**src/rtl/seq_serializer.sv**
```systemverilog
// Parallel-to-serial framer feeding the sequence detector: MSB-first frames with idle gap.
// Define SER_PARITY_EN to append one even-parity bit after the data bits of each frame.
//
// state  | meaning
// IDLE   | din_ready high, waiting for din_valid
// SHIFT  | emitting data bits MSB first, cnt counts remaining bits
// PARITY | emitting the even-parity bit (SER_PARITY_EN only)
// GAP    | GAP_CYCLES idle bit-times, cnt counts remaining gap cycles
module seq_serializer #(
    parameter int WIDTH      = 8,
    parameter int GAP_CYCLES = 2
) (
    input  logic             clk,
    input  logic             rst,
    input  logic [WIDTH-1:0] din,
    input  logic             din_valid,
    output logic             din_ready,
    output logic             x,
    output logic             x_valid,
    output logic             frame_done
);

    localparam int CNT_W = 5;

`ifdef SER_PARITY_EN
    typedef enum logic [1:0] {IDLE, SHIFT, GAP, PARITY} state_t;
`else
    typedef enum logic [1:0] {IDLE, SHIFT, GAP} state_t;
`endif

    state_t             state, state_nx;
    logic [WIDTH-1:0]   sreg, sreg_nx;
    logic [CNT_W-1:0]   cnt, cnt_nx;
    logic               take;
    logic               frame_end;
    logic               x_nx, x_valid_nx, frame_done_nx, din_ready_nx;
`ifdef SER_PARITY_EN
    logic               par, par_nx;
`endif

    // din_ready is the registered flag, so the first edge after reset cannot transfer
    assign take = (state == IDLE) && din_ready && din_valid;

    always_comb begin
        state_nx  = state;
        sreg_nx   = sreg;
        cnt_nx    = cnt;
        frame_end = 1'b0;
`ifdef SER_PARITY_EN
        par_nx    = par;
`endif
        case (state)
            IDLE: begin
                if (take) begin
                    sreg_nx  = din;
                    cnt_nx   = CNT_W'(WIDTH - 1);
                    state_nx = SHIFT;
`ifdef SER_PARITY_EN
                    par_nx   = ^din;
`endif
                end
            end
            SHIFT: begin
                sreg_nx = {sreg[WIDTH-2:0], 1'b0};
                if (cnt == '0) begin
`ifdef SER_PARITY_EN
                    state_nx = PARITY;
`else
                    frame_end = 1'b1;
`endif
                end else begin
                    cnt_nx = cnt - 1'b1;
                end
            end
`ifdef SER_PARITY_EN
            PARITY: begin
                frame_end = 1'b1;
            end
`endif
            GAP: begin
                if (cnt == '0) begin
                    state_nx = IDLE;
                end else begin
                    cnt_nx = cnt - 1'b1;
                end
            end
            default: begin
                state_nx = IDLE;
            end
        endcase

        if (frame_end) begin
            if (GAP_CYCLES > 0) begin
                state_nx = GAP;
                cnt_nx   = CNT_W'(GAP_CYCLES) - 1'b1;
            end else begin
                state_nx = IDLE;
            end
        end
    end

    // Outputs are decoded from next-state values and then registered
    always_comb begin
        x_nx          = 1'b0;
        x_valid_nx    = 1'b0;
        frame_done_nx = 1'b0;
        din_ready_nx  = (state_nx == IDLE);
        case (state_nx)
            SHIFT: begin
                x_nx       = sreg_nx[WIDTH-1];
                x_valid_nx = 1'b1;
`ifndef SER_PARITY_EN
                frame_done_nx = (cnt_nx == '0);
`endif
            end
`ifdef SER_PARITY_EN
            PARITY: begin
                x_nx          = par_nx;
                x_valid_nx    = 1'b1;
                frame_done_nx = 1'b1;
            end
`endif
            default: begin
                x_nx = 1'b0;
            end
        endcase
    end

    always_ff @(posedge clk or negedge rst) begin
        if (!rst) begin
            state      <= IDLE;
            sreg       <= '0;
            cnt        <= '0;
            x          <= 1'b0;
            x_valid    <= 1'b0;
            frame_done <= 1'b0;
            din_ready  <= 1'b0;
        end else begin
            state      <= state_nx;
            sreg       <= sreg_nx;
            cnt        <= cnt_nx;
            x          <= x_nx;
            x_valid    <= x_valid_nx;
            frame_done <= frame_done_nx;
            din_ready  <= din_ready_nx;
        end
    end

`ifdef SER_PARITY_EN
    always_ff @(posedge clk or negedge rst) begin
        if (!rst) begin
            par <= 1'b0;
        end else begin
            par <= par_nx;
        end
    end
`endif

endmodule

```
**config.mk**
```make
export PLATFORM = sky130hd
export DESIGN_NAME = seq_serializer
export DESIGN_NICKNAME = d
export VERILOG_FILES = /design/src/rtl/seq_serializer.sv
export SDC_FILE = /design/constraint.sdc
export NUM_CORES = 1
export LEC_CHECK = 0
export CAP_MARGIN = 20
export CORE_ASPECT_RATIO = 1.5
export CORE_MARGIN = 2
export CORE_UTILIZATION = 52
export CTS_CLUSTER_DIAMETER = 30
export DETAILED_ROUTE_END_ITERATION = 16
export GPL_ROUTABILITY_DRIVEN = 1
export HOLD_SLACK_MARGIN = 0.12
export PLACE_DENSITY = 0.76
export SLEW_MARGIN = 20
export SYNTH_ARGS = -nofsm -noshare
export SYNTH_HDL_FRONTEND = slang
export SYNTH_SLANG_ARGS = --single-unit
```
**constraint.sdc**
```tcl
create_clock -name clk -period 2.65 [get_ports clk]
set_clock_uncertainty 0.1 [all_clocks]
set_input_delay 0.53 -clock clk [delete_from_list [all_inputs] [get_ports clk]]
set_output_delay 0.53 -clock clk [all_outputs]
set_load 0.02 [all_outputs]
```
# Word level (Yosys, flattened, before mapping)
# Index checks and enable logic that the tools add are counted.
dict set report totals {
  ff_bits 19
  out_inout_bits 4
}
dict set report classes {
  add_sub_neg 1
  n_eq_ne 4
  n_mux 15
  reduce_logical 9
}
# operator count
set ops {}
lappend ops {{one-hot mux 8 bit (2 select lines)} 1}
lappend ops {{two-way mux 5 bit} 3}
lappend ops {{zero test 5 bit} 2}
lappend ops {{one-hot mux 5 bit (2 select lines)} 1}
lappend ops {{two-way mux 8 bit} 1}
lappend ops {{two-way mux 2 bit} 3}
lappend ops {{one-hot mux 2 bit (3 select lines)} 1}
lappend ops {{two-way mux 1 bit} 5}
lappend ops {{subtractor 5 x 1 -> 5 bit (second input constant)} 1}
lappend ops {{== test 2 x 1 -> 1 bit (second input constant)} 2}
lappend ops {{zero test 2 bit} 2}
lappend ops {{== test 2 bit (second input constant)} 1}
lappend ops {{logical AND 1 bit} 2}
lappend ops {{!= test 2 bit (second input constant)} 1}
lappend ops {{AND reduction 2 bit} 1}
lappend ops {{nonzero test 2 bit} 1}
lappend ops {{OR reduction 2 bit} 1}

# Depth between registers and ports, before layout
dict set report logic_depth {
  word_depth 8
  ltp_mapped 7
  ltp_nobuf 7
}

# Least setup slack after synthesis
# OpenSTA, ideal clock, no wires.
dict set report synth_path {
  path_type {reg2reg}
  startpoint {register cnt[0]}
  endpoint {register frame_done}
  setup_ps 68
  arrival_time_ps 1687
  setup_slack_ps 795
  path_stages_with_launch 8
  n_path_buf 0
  synth_period_minus_slack_ps 1855
  cell_sequence {dfrtp_1 > inv_1 > ha_1 > or4b_4 > nand2_2 > o22a_4 > o2111ai_2 > and4bb_1}
}
dict set report synth_between {
  elab_chain_len 6
  elab_cells_between_ends 14
  classes_between {add/sub: 1; eq/ne: 1; mux: 10; reduce/logical: 2}
}
# item line_no
set synth_lines {}
lappend synth_lines {{start: declaration} 33} ;# logic [CNT_W-1:0] cnt, cnt_nx;
lappend synth_lines {{start signal: assignment} 141} ;# cnt <= cnt_nx;
lappend synth_lines {{subtractor 5 x 1 -> 5 bit / zero test 5 bit (equally long branches)} n/a}
lappend synth_lines {{two-way mux 5 bit / two-way mux 1 bit (equally long branches)} {65, 81}}
lappend synth_lines {{one-hot mux 5 bit (2 select lines) / two-way mux 1 bit (equally long branches)} 52} ;# case (state)
lappend synth_lines {{two-way mux 5 bit *} 92} ;# if (frame_end) begin
lappend synth_lines {{via cnt_nx[0]} 33}
lappend synth_lines {{zero test 5 bit *} 113} ;# frame_done_nx = (cnt_nx == '0);
lappend synth_lines {{two-way mux 1 bit *} 108} ;# case (state_nx)
lappend synth_lines {{via frame_done_nx} 36} ;# logic x_nx, x_valid_nx, frame_done_nx, din_ready_nx;
lappend synth_lines {{end signal: assignment} 144} ;# frame_done <= frame_done_nx;
lappend synth_lines {{end: declaration} 20} ;# output logic frame_done
# The timed path passes the listed nets; every way through them passes the cells marked *.
# A chain may end at the register's enable or synchronous reset.

# Final worst setup path
dict set report layout_path {
  startpoint {register state[0]}
  endpoint {register frame_done}
}
dict set report layout_between {
  elab_chain_len 8
  elab_cells_between_ends 17
  classes_between {eq/ne: 3; mux: 9; reduce/logical: 5}
}
# item line_no
set layout_lines {}
lappend layout_lines {{start: declaration} 31} ;# state_t state, state_nx;
lappend layout_lines {{start signal: assignment} 139} ;# state <= state_nx;
lappend layout_lines {{zero test 2 bit} {42, 52}}
lappend layout_lines {{logical AND 1 bit (2 in series)} 42} ;# assign take = (state == IDLE) && din_ready && din_valid;
lappend layout_lines {{two-way mux 5 bit} 54} ;# if (take) begin
lappend layout_lines {{one-hot mux 5 bit (2 select lines)} 52}
lappend layout_lines {{two-way mux 5 bit *} 92}
lappend layout_lines {{via cnt_nx[2]} 33}
lappend layout_lines {{zero test 5 bit *} 113}
lappend layout_lines {{two-way mux 1 bit *} 108}
lappend layout_lines {{via frame_done_nx} 36}
# Marked as above.

==> run summary <==
The flow ran to the end, and the final reports show no timing, DRC or antenna violations. Via count of the first global-routing pass: 903. In this run the clock root is driven by a clkbuf_4. The depth of the CTS H-tree is 1, and the biggest fanout along the worst timing path is 12. Static timing analysis puts the maximum clock frequency at 462 MHz.

The tools report the number of pins exceeding their max-slew limit in the final report as 0. The worst hold path belongs to the class input port to async pin. The per-cell routed wire length was 15.0 um. The clock transition at the register clock pins on the worst setup and hold paths after CTS was 0.11 ns. Post-CTS repair changed the size of 0 cells. The initial utilization of the core area, before any placement, comes to 53.5%. The clock reaches the later pin of the worst-skew pair after 0.29 ns. The multi-input combinational cells in the finished layout cover a total of 636 um2. For the pre-CTS setup slack, the log shows 0.282 ns. In this design, the stage delay of the slowest critical-path cell is 0.43 ns.

For the worst setup path, the data arrival time is 2.26 ns. The slowest stage cell on the critical path is dfrtp_1. For flop-to-flop paths, the worst setup slack is 0.49 ns. Across all layers, the routed design uses 901 vias.

Of the total synthesized cell area, the portion taken by XOR and XNOR cells is 0%. For the pin with the worst max-slew slack, the measured transition is 0.458 ns. The summed negative setup slack over all endpoints was 0 ns; the overall overflow remaining after global route was 0. Portion of the clock cycle consumed by the worst path in the final layout: 81.6%.

The critical path data required time came out at 2.75 ns. Once detail routing completed, the nets flagged for antenna violations numbered 0. The die covers 2650 um2.

The tools report the floorplan core area as 2180 um2. Counting the buffers created by CTS gives 3. For the gate count after technology mapping, the log shows 117. Setup repair after global routing left no endpoint under its margin.

In this run the count of I/O pins placed on the die edge is 15. For this design, the sink count on the clock tree is 19. The logs give 1780 um for the half-perimeter wire length after detailed placement and 0 for the total count of hold-check failures in the final report. The warning count from the yosys run is 0. After the first detailed-routing iteration, the DRC count stood at 13.

The post-route minimum period is 2.16 ns, and the total length of routed wires is 2330 um. The cell seen most often among critical-path stages is inv_1. The tools report the terminus of the critical flop-to-flop path as frame_done$_DFF_PN0_. The run gives 151 as the number of nets at the end of the flow. TritonCTS built the clock tree. The total of flip-flops plus latches after synthesis is 19, and the post-CTS setup repair buffer count is 0. The synthesized netlist devotes 17.3% of its cell area to compound gates. Traced cell by cell, the critical path runs through inv_1 -> ha_1 -> inv_1 -> or3_1 -> a32oi_1 -> nor3_1 -> and4bb_1. Die height: 62 um.

Kind of cell adding the most delay to the critical path: simple AND/OR/NAND/NOR gates. Static leakage: 0.634 nW. IR analysis of the VDD net gives a maximum drop of 675 uV.

The count of buffering cells on the critical path with inverters included was 2. Compared with the post-synthesis result, the final layout area differs by 16.3%. Measured against its own limit, the worst slew margin works out to 69.5%. Port buffering added 14 buffers. 0 antenna diodes ended up in the layout. Launch point of the worst path: state[0]$_DFF_PN0_.

Power spread over the standard cell area amounts to 1190 nW/um2. The finished cells cover 1360 um2. Measured in cells, the most critical reg-to-reg path has a length of 7. From left edge to right edge, the die measures 42.7 um. The startpoint kind of the worst setup timing path is a register. Of the post-synthesis cell area, the part taken by muxes is 12.9%. Counting the fill cells in the layout gives 187. Of the total synthesized cell area, the portion taken by AND, OR, NAND and NOR gates is 17.9%. The total of max-cap violations was 0; the wire length of the first global-routing pass was 4060 um. The synthesized netlist occupies a cell area of 1170 um2.

The mean instance size in the synthesized netlist is 9.97 um2, and the setup violation total in the final timing report is 0. The number of antenna violations at the first check in global routing is 0. Startpoint-to-endpoint class of the critical path: register to register. Counting every net in the synthesized netlist gives 134. For the row count, the log shows 21. In this run the cell area measured after placement is 1330 um2.

The origin of the critical flop-to-flop path is state[0]$_DFF_PN0_. For this run, the detailed router's first-pass iteration total came to 4. Of the total synthesized cell area, the portion taken by full adders, half adders and majority gates is 6.44%. The tools report the type of destination of the critical path as a register. Measured on the finished design, the core utilization comes to 62.2%. Entering global routing, the biggest net connects 20 pins.

Of the cells placed in the final design, the portion with a size suffix greater than 1 is 12.0%. Maximum buffer depth of the clock tree: 2. In this run, post-CTS hold repair placed 0 buffers.

At the end of routability-driven placement, the weighted congestion stood at 0.874. After synthesis, the largest family of logic cells by area is simple AND/OR/NAND/NOR gates. In the global route stage, overall resource usage came out at 20.5%. The worst-case setup margin in the final layout came out at 0.487 ns.

The vias per cell works out to 5.78. After detailed routing, the number of remaining DRC violations is 0. The tools report the proportion of synthesized chip area in sequential cells as 40.8%.

The footprint of the flip-flops and latches was 475 um2; the number of library cell types mapped by synthesis was 36.
[flip-flops by register name, summed over array words and instances, names as in the netlist]
| name | count |
|---|---|
| cnt | 5 |
| din_ready | 1 |
| frame_done | 1 |
| sreg | 8 |
| state | 2 |
| x | 1 |
| x_valid | 1 |
[routing by layer]
metal / vias up / part of all wire, % / track usage (%)
li1: 453 / - / -
met1: 426 / 42 / 25.5
met2: 17 / 53 / 35.5
met3: 5 / 3.4 / 2.31
met4: 0 / 1.8 / 10.3
met5: - / 0 / 0
[how the worst max path moves through the flow]
stage	to	cells past startpoint	slack (ns)
6_report	frame_done$_DFF_PN0_	7	0.49
5_1_grt	frame_done$_DFF_PN0_	7	0.26
4_1_cts	frame_done$_DFF_PN0_	7	0.50
3_5_place_dp	frame_done$_DFF_PN0_	6	0.28
3_3_place_gp	frame_done$_DFF_PN0_	6	0.32
2_1_floorplan	frame_done$_DFF_PN0_	7	0.79
[where the power goes]
part | total (mW) | internal, mW | switching [mW]
sequential | 0.525 | 0.413 | 0.112
combinational | 0.947 | 0.444 | 0.503
clock | 0.145 | 0.0562 | 0.0892
total | 1.62 | 0.914 | 0.704
[placed cells by master (no fill, tap or decap), drive strengths merged, types with 2 or more instances in the layout]
cell           Yosys  layout
nand3              3       3
and2               2       2
nor2b              3       3
mux2i             15      15
clkbuf             1       3
nor3               3       3
ha                 6       6
buf                5       4
inv                5       5
nand2              6       6
clkdlybuf4s50      0      14
and4bb             2       2
dfrtp             19      19
a21oi             10      10
o21ai             13      13
nor2              10      10
[worst reg2reg max path, stage by stage, from the launching register on]
cell	delay (ns)
dfrtp_1	0.43
inv_1	0.12
ha_1	0.42
inv_1	0.10
or3_1	0.39
a32oi_1	0.24
nor3_1	0.08
and4bb_1	0.20
[cells in the mapped netlist (all sizes together)]
master	instances	area share [%]
a211oi	1	0.64
a21boi	1	0.64
a21oi	10	4.3
a22oi	1	0.64
a32oi	1	0.75
and2	2	1.1
and3	1	0.54
and4bb	2	2.1
buf	5	2.8
clkbuf	1	0.32
dfrtp	19	41
ha	6	6.4
inv	5	1.6
mux2i	15	13
nand2	6	2.1
nand3	3	1.7
nor2	10	3.2
nor2b	3	1.6
nor3	3	1.7
nor4b	1	1.3
o2111ai	1	1.3
o21ai	13	5.6
o22a	1	1.5
o22ai	1	0.54
o2bb2ai	1	0.75
o31ai	1	0.64
or3	1	0.54
or3b	1	0.75
or4b	1	1.2
[kinds of logic (layout without fill, tap and decap cells)]
logic type                 Yosys count  after routing
and+or+nand+nor                     34             34
adders and majority gates            6              6
buffers and inverters               11             27
DFF                                 19             19
AOI/OAI and AO/OA                   32             32
muxes                               15             15
[area by class of cell]
class | instances | share of cell area, %
sequential | 19 | 35.1
clock inverter | 1 | 0.369
timing repair buffer | 18 | 12.5
clock buffer | 3 | 1.66
inverter | 5 | 1.38
multi-input combinational | 87 | 46.9
tap | 23 | 2.12
[per-stage QoR]
stage                     power (mW)  hold slack (ns)  std cells
after floorplan                 1.25            0.134        117
after global routing            1.79            0.481        156
after CTS                       1.63            0.453        156
final                           1.62            0.452        156
after global placement          1.47            0.434        152
after detailed placement        1.48            0.439        152
Power figures use the tool's default switching activity.
